--- config.mk ---
export PLATFORM = sky130hd
export DESIGN_NAME = fifo_frame_packer
export DESIGN_NICKNAME = d
export VERILOG_FILES = /design/src/rtl/fifo_frame_packer_pkg.sv /design/src/rtl/fifo_frame_packer_csum.sv /design/src/rtl/fifo_frame_packer.sv
export SDC_FILE = /design/constraint.sdc
export NUM_CORES = 1
export LEC_CHECK = 0
export BUFFER_PORTS_ARGS = -buffer_cell sky130_fd_sc_hd__buf_4
export CELL_PAD_IN_SITES_DETAIL_PLACEMENT = 0
export CELL_PAD_IN_SITES_GLOBAL_PLACEMENT = 2
export CORE_ASPECT_RATIO = 1.75
export CORE_UTILIZATION = 32
export DETAILED_ROUTE_END_ITERATION = 12
export PLACE_DENSITY = 0.8
export SYNTH_ARGS = -nofsm -noshare
export SYNTH_HDL_FRONTEND = slang
export SYNTH_SLANG_ARGS = --single-unit
--- constraint.sdc ---
create_clock -name clk -period 2.68 [get_ports clk]
set_input_delay 0.134 -clock clk [delete_from_list [all_inputs] [get_ports clk]]
set_output_delay 0.134 -clock clk [all_outputs]
set_load 0.05 [all_outputs]
--- src/rtl/fifo_frame_packer_pkg.sv ---
// fifo_frame_packer_pkg
// Shared definitions for the FIFO frame packer: the packer state encoding,
// the default frame start marker and the fixed per-frame byte overhead
// (sync byte, sequence byte, checksum byte).
package fifo_frame_packer_pkg;

  typedef enum logic [2:0] {
    ST_IDLE,
    ST_SYNC,
    ST_SEQ,
    ST_RD,
    ST_CAP,
    ST_DATA,
    ST_CSUM
  } packer_state_e;

  localparam logic [7:0] DEFAULT_SYNC_BYTE = 8'hA5;
  localparam int         FRAME_OVERHEAD    = 3;

endpackage

--- src/rtl/fifo_frame_packer_csum.sv ---
// frame_xor_csum
// 8-bit XOR checksum accumulator for one frame.
// Ports:
//   clk        - clock, rising edge
//   rst        - synchronous active-low reset
//   load_i     - load the accumulator with load_val_i (start of frame)
//   load_val_i - seed value, the frame sequence number
//   acc_en_i   - XOR data_i into the accumulator
//   data_i     - payload byte to accumulate
//   csum_o     - current checksum value
module frame_xor_csum (
  input  logic       clk,
  input  logic       rst,
  input  logic       load_i,
  input  logic [7:0] load_val_i,
  input  logic       acc_en_i,
  input  logic [7:0] data_i,
  output logic [7:0] csum_o
);

  logic [7:0] csum_q;

  // Load wins over accumulate so a new frame always starts from its seed.
  always_ff @(posedge clk) begin
    if (!rst) begin
      csum_q <= 8'h00;
    end else if (load_i) begin
      csum_q <= load_val_i;
    end else if (acc_en_i) begin
      csum_q <= csum_q ^ data_i;
    end
  end

  assign csum_o = csum_q;

endmodule

--- src/rtl/fifo_frame_packer.sv ---
// fifo_frame_packer
// Pulls FRAME_LEN payload bytes from an upstream FIFO and emits them as a
// framed byte stream: SYNC_BYTE, SEQ, payload..., CSUM (XOR of SEQ and the
// payload). A frame is only started once the FIFO holds a full payload.
// Ports:
//   clk        - clock, rising edge
//   rst        - synchronous active-low reset
//   fifo_rd    - one-cycle read strobe to the FIFO
//   fifo_data  - FIFO read data, valid the cycle after fifo_rd
//   fifo_empty - FIFO empty flag
//   fifo_cnt   - FIFO occupancy
//   tx_data    - outgoing frame byte
//   tx_valid   - tx_data valid
//   tx_ready   - downstream accepts when tx_valid and tx_ready are both high
//   tx_last    - marks the checksum byte
//   frame_cnt  - completed frame count, wraps
//   busy       - high whenever the packer is not idle
module fifo_frame_packer
  import fifo_frame_packer_pkg::*;
#(
  parameter int unsigned FRAME_LEN = 32,
  parameter logic [7:0]  SYNC_BYTE = DEFAULT_SYNC_BYTE
) (
  input  logic        clk,
  input  logic        rst,
  output logic        fifo_rd,
  input  logic [7:0]  fifo_data,
  input  logic        fifo_empty,
  input  logic [15:0] fifo_cnt,
  output logic [7:0]  tx_data,
  output logic        tx_valid,
  input  logic        tx_ready,
  output logic        tx_last,
  output logic [15:0] frame_cnt,
  output logic        busy
);

  localparam logic [15:0] FRAME_LEN_W = 16'(FRAME_LEN);
  localparam logic [7:0]  LAST_IDX    = 8'(FRAME_LEN - 1);

  packer_state_e state_q, state_d;
  logic [7:0]    cnt_q, cnt_d;
  logic [7:0]    seq_q, seq_d;
  logic [15:0]   frame_cnt_q, frame_cnt_d;
  logic [7:0]    tx_data_q, tx_data_d;
  logic          tx_valid_q, tx_valid_d;
  logic          tx_last_q, tx_last_d;
  logic          csum_load, csum_acc;
  logic [7:0]    csum_val;
  logic          hs;

  assign hs = tx_valid_q & tx_ready;

  frame_xor_csum u_csum (
    .clk        (clk),
    .rst        (rst),
    .load_i     (csum_load),
    .load_val_i (seq_q),
    .acc_en_i   (csum_acc),
    .data_i     (fifo_data),
    .csum_o     (csum_val)
  );

  always_ff @(posedge clk) begin
    if (!rst) begin
      state_q     <= ST_IDLE;
      cnt_q       <= 8'h00;
      seq_q       <= 8'h00;
      frame_cnt_q <= 16'h0000;
      tx_data_q   <= 8'h00;
      tx_valid_q  <= 1'b0;
      tx_last_q   <= 1'b0;
    end else begin
      state_q     <= state_d;
      cnt_q       <= cnt_d;
      seq_q       <= seq_d;
      frame_cnt_q <= frame_cnt_d;
      tx_data_q   <= tx_data_d;
      tx_valid_q  <= tx_valid_d;
      tx_last_q   <= tx_last_d;
    end
  end

  // tx_data/tx_valid are registered and only change on a handshake or when
  // a fresh byte is loaded, which keeps the output stable while stalled.
  always_comb begin
    state_d     = state_q;
    cnt_d       = cnt_q;
    seq_d       = seq_q;
    frame_cnt_d = frame_cnt_q;
    tx_data_d   = tx_data_q;
    tx_valid_d  = tx_valid_q;
    tx_last_d   = tx_last_q;
    csum_load   = 1'b0;
    csum_acc    = 1'b0;
    fifo_rd     = 1'b0;

    case (state_q)
      ST_IDLE: begin
        if ((fifo_cnt >= FRAME_LEN_W) && !fifo_empty) begin
          state_d    = ST_SYNC;
          cnt_d      = 8'h00;
          csum_load  = 1'b1;
          tx_data_d  = SYNC_BYTE;
          tx_valid_d = 1'b1;
        end
      end
      ST_SYNC: begin
        if (hs) begin
          state_d   = ST_SEQ;
          tx_data_d = seq_q;
        end
      end
      ST_SEQ: begin
        if (hs) begin
          state_d    = ST_RD;
          tx_valid_d = 1'b0;
        end
      end
      ST_RD: begin
        // Gated by rst so no strobe reaches the FIFO while reset is held.
        if (!fifo_empty && rst) begin
          fifo_rd = 1'b1;
          state_d = ST_CAP;
        end
      end
      ST_CAP: begin
        state_d    = ST_DATA;
        tx_data_d  = fifo_data;
        tx_valid_d = 1'b1;
        csum_acc   = 1'b1;
      end
      ST_DATA: begin
        if (hs) begin
          if (cnt_q == LAST_IDX) begin
            // Checksum already includes this byte, accumulated in CAP.
            state_d   = ST_CSUM;
            tx_data_d = csum_val;
            tx_last_d = 1'b1;
          end else begin
            state_d    = ST_RD;
            cnt_d      = cnt_q + 8'd1;
            tx_valid_d = 1'b0;
          end
        end
      end
      ST_CSUM: begin
        if (hs) begin
          state_d     = ST_IDLE;
          tx_valid_d  = 1'b0;
          tx_last_d   = 1'b0;
          seq_d       = seq_q + 8'd1;
          frame_cnt_d = frame_cnt_q + 16'd1;
        end
      end
      default: begin
        state_d = ST_IDLE;
      end
    endcase
  end

  assign tx_data   = tx_data_q;
  assign tx_valid  = tx_valid_q;
  assign tx_last   = tx_last_q;
  assign frame_cnt = frame_cnt_q;
  assign busy      = (state_q != ST_IDLE);

endmodule

==> flow_metrics.py <==
metrics = {
    "routing": {
        "via_count": 2432,
        "viasPerCell": 5.310,
        "drc": 3,
        "wl_mm": 7.018,
        "first_pass_iters": 8,
        "wl_per_cell_um": 15.32,
        "drt-initial-drc-count": 95,
        "drtAntennaViolNets": 0,
    },
    "timing": {
        "finalCriticalPeriod_ns": 2.310,
        "worst_pin_slew_ns": 0.7357,
        "slew_viol_final": 0,
        "finalSetupViolations": 0,
        "setup_tns_ns": 0,
        "fin_worst_skew_ns": 0.004041,
        "finalHoldViolCount": 0,
        "max_freq_mhz": 432.9,
        "rsz0062_at_grt": "no",
        "fin_crit_sh_pct": 86.19,
        "max_slew_margin_pct": 50.95,
    },
    "floorplanning": {
        "die_w_um": 71.38,
        "design.die.area_um2": 8808,
        "io_pins": 56,
        "fp.dieH_um": 123.4,
        "core_area_um2": 8203,
        "rows": 44,
        "initial_core_util_pct": 32.86,
    },
    "clock_tree": {
        "postCtsSetupBuffers": 0,
        "clk_latency_ns": 0.29,
        "post_cts_resize_count": 0,
        "h-tree-depth": 2,
        "cts_root_buffer": "clkbuf_16",
        "clk_path_buf_depth": 2,
        "holdBufCountCts": 0,
        "numCtsBuffers": 5,
        "cts_tree": "done",
        "cts.sinks": 53,
        "clk_pin_slew_ns": 0.07,
    },
    "logic_synthesis": {
        "yosysTopAreaCell": "dfxtp_1",
        "yosysSeqAreaShare_pct": 39.37,
        "synth_top_area_share_pct": 39.37,
        "synth_fp_nets": 346,
        "ys_async_sr_fraction_pct": 0,
        "synthesis.area_um2": 2695,
        "synth-edff-count": 0,
        "synth_cells": 315,
        "avgSynthCellArea_um2": 8.556,
        "synthFlopType": "dfxtp_1",
        "yosys_warnings": 0,
        "synth.distinct_cells": 47,
        "ys_ff_latch": 53,
        "ys_top_cells_by_area": "dfxtp_1 (39%), xor2_1 (8.8%), nor2_1 (5.7%)",
    },
    "status": {
        "violations": "DRC",
        "outcome": "finished with violations",
    },
    "finish": {
        "syn_to_final_growth_pct": 23.82,
        "fin_nets": 397,
        "diodes": 0,
        "final_common_cell": "buf_4",
        "final_cell_mix": "buf_4 (60), dfxtp_1 (53), nor2_1 (41)",
        "drive_gt1_share_pct": 21.86,
        "n_fill_cell": 854,
    },
    "worst_setup_path": {
        "r2r.worst_path.cells": 6,
        "worst_r2r_endpoint": "tx_data[7]",
        "path_max_fanout": 8,
        "crit_arrival_ns": 2.48,
        "rr_startpoint": "cnt_q[0]",
        "critPathRequiredTime_ns": 2.85,
        "crit_path_end_kind": "flop",
        "crit_type": "reg2reg",
        "regToRegSetupSlack_ns": 0.37,
        "cp-start-kind": "flop",
    },
    "min_path": {
        "min_path_cells": 2,
        "min_to": "seq_q[2]",
        "worstHoldStart": "rst",
        "hp-class": "in2reg",
    },
    "job": {
        "cap_viol_max_count": 0,
    },
    "power_and_ir_drop": {
        "vdd_drop_max_v": 0.0003653,
        "p_leak_nw": 1.312,
        "total_power_mw": 1.855,
        "cellPowerDensity_nw_per_um2": 555.9,
    },
    "global_route": {
        "gr-total-overflow": 0,
        "antenna_found_initial": 0,
        "grt_pass1_wl_mm": 11.56,
        "grt_pass1_vias": 2316,
        "grt_max_degree": 32,
        "grt_util_all_layers_pct": 16.74,
    },
    "placement": {
        "gp_congestion": 0.7677,
        "port_buffers": 50,
        "dp_hpwl_mm": 5.116,
    },
}
[sequential cells by signal (all words and copies together) (netlist names)]
signal	cells
cnt_q	8
frame_cnt	16
seq_q	8
state_q	3
tx_data	8
tx_last	1
tx_valid	1
u_csum.csum_o	8
[metal layers]
metal	vias to the layer above	wire length, µm	global-route usage [%]
li1	1226	-	-
met1	1158	2899	19.70
met2	38	3762	29.64
met3	10	203	3.097
met4	0	151	6.625
met5	-	0	0
[cells by family (layout without fill, tap and decap cells)]
kind of cell | after synthesis | after routing | synth area share (%)
simple gates | 138 | 138 | 25.67
compound gates | 57 | 57 | 15.27
flops | 53 | 53 | 39.37
xor+xnor | 32 | 32 | 10.40
buf+inv | 19 | 70 | 2.878
mux | 13 | 13 | 5.014
fa+ha+maj | 3 | 3 | 1.393
[stage by stage]
step / setup WS [ns] / cells / hold slack [ns] / instance area [µm²] / util [%]
final: 0.3702 / 458 / 0.1303 / 3337 / 40.68
after CTS: 0.3209 / 458 / 0.1320 / 3337 / 40.68
after detailed placement: 0.3253 / 451 / 0.4359 / 3194 / 38.94
after floorplan: 0.5665 / 315 / 0.2516 / 2695 / -
after global placement: 0.4168 / 451 / 0.4266 / 3194 / 38.94
after global routing: 0.1591 / 458 / 0.1363 / 3337 / 40.68
[where the power goes]
part | internal, mW | total, mW | switching [mW]
sequential | 0.821 | 0.852 | 0.0304
clock | 0.368 | 0.646 | 0.278
combinational | 0.139 | 0.358 | 0.219
total | 1.33 | 1.86 | 0.527
[synth_stat cells, types with 2 or more instances]
cell / n
dfxtp_1: 53
nor2_1: 41
xor2_1: 27
nand2_1: 23
a21oi_1: 18
nand3_1: 18
nor3_1: 16
nand4_1: 11
o21ai_0: 10
mux2i_1: 9
a211oi_1: 8
and3_1: 7
clkbuf_1: 7
a31oi_1: 6
buf_2: 5
or3_1: 5
xnor2_1: 5
buf_1: 4
mux2_2: 4
a22oi_1: 3
and2_1: 3
ha_1: 3
inv_1: 2
nand2b_1: 2
nor4_1: 2
o21a_1: 2
[how the worst max path moves through the flow]
stage	to	cells past startpoint	start	slack [ns]
3_3_place_gp	tx_data[2]	6	cnt_q[0]	0.42
4_1_cts	tx_data[7]	6	cnt_q[0]	0.32
3_5_place_dp	tx_data[7]	6	cnt_q[0]	0.33
5_1_grt	tx_data[7]	6	cnt_q[0]	0.16
6_report	tx_data[7]	6	cnt_q[0]	0.37
2_1_floorplan	cnt_q[6]	5	tx_valid	0.57
[layout make-up]
| type | instances | area, µm² | area share [%] |
|---|---|---|---|
| Tap cell | 92 | 115.1 | 3.450 |
| Inverter | 3 | 11.26 | 0.3375 |
| Timing Repair Buffer | 60 | 450.4 | 13.50 |
| Multi-Input combinational cell | 243 | 1556 | 46.64 |
| Sequential cell | 53 | 1061 | 31.80 |
| Clock buffer | 7 | 142.6 | 4.274 |
[worst max-delay path, stage by stage (launching register included)]
cell      delay [ns]
dfxtp_1         0.40
ha_1            0.24
or4b_1          0.55
o311ai_4        0.36
nand3_2         0.29
nor3_1          0.29
nor3_1          0.06
Note: power is estimated with default switching activity, not from simulation.
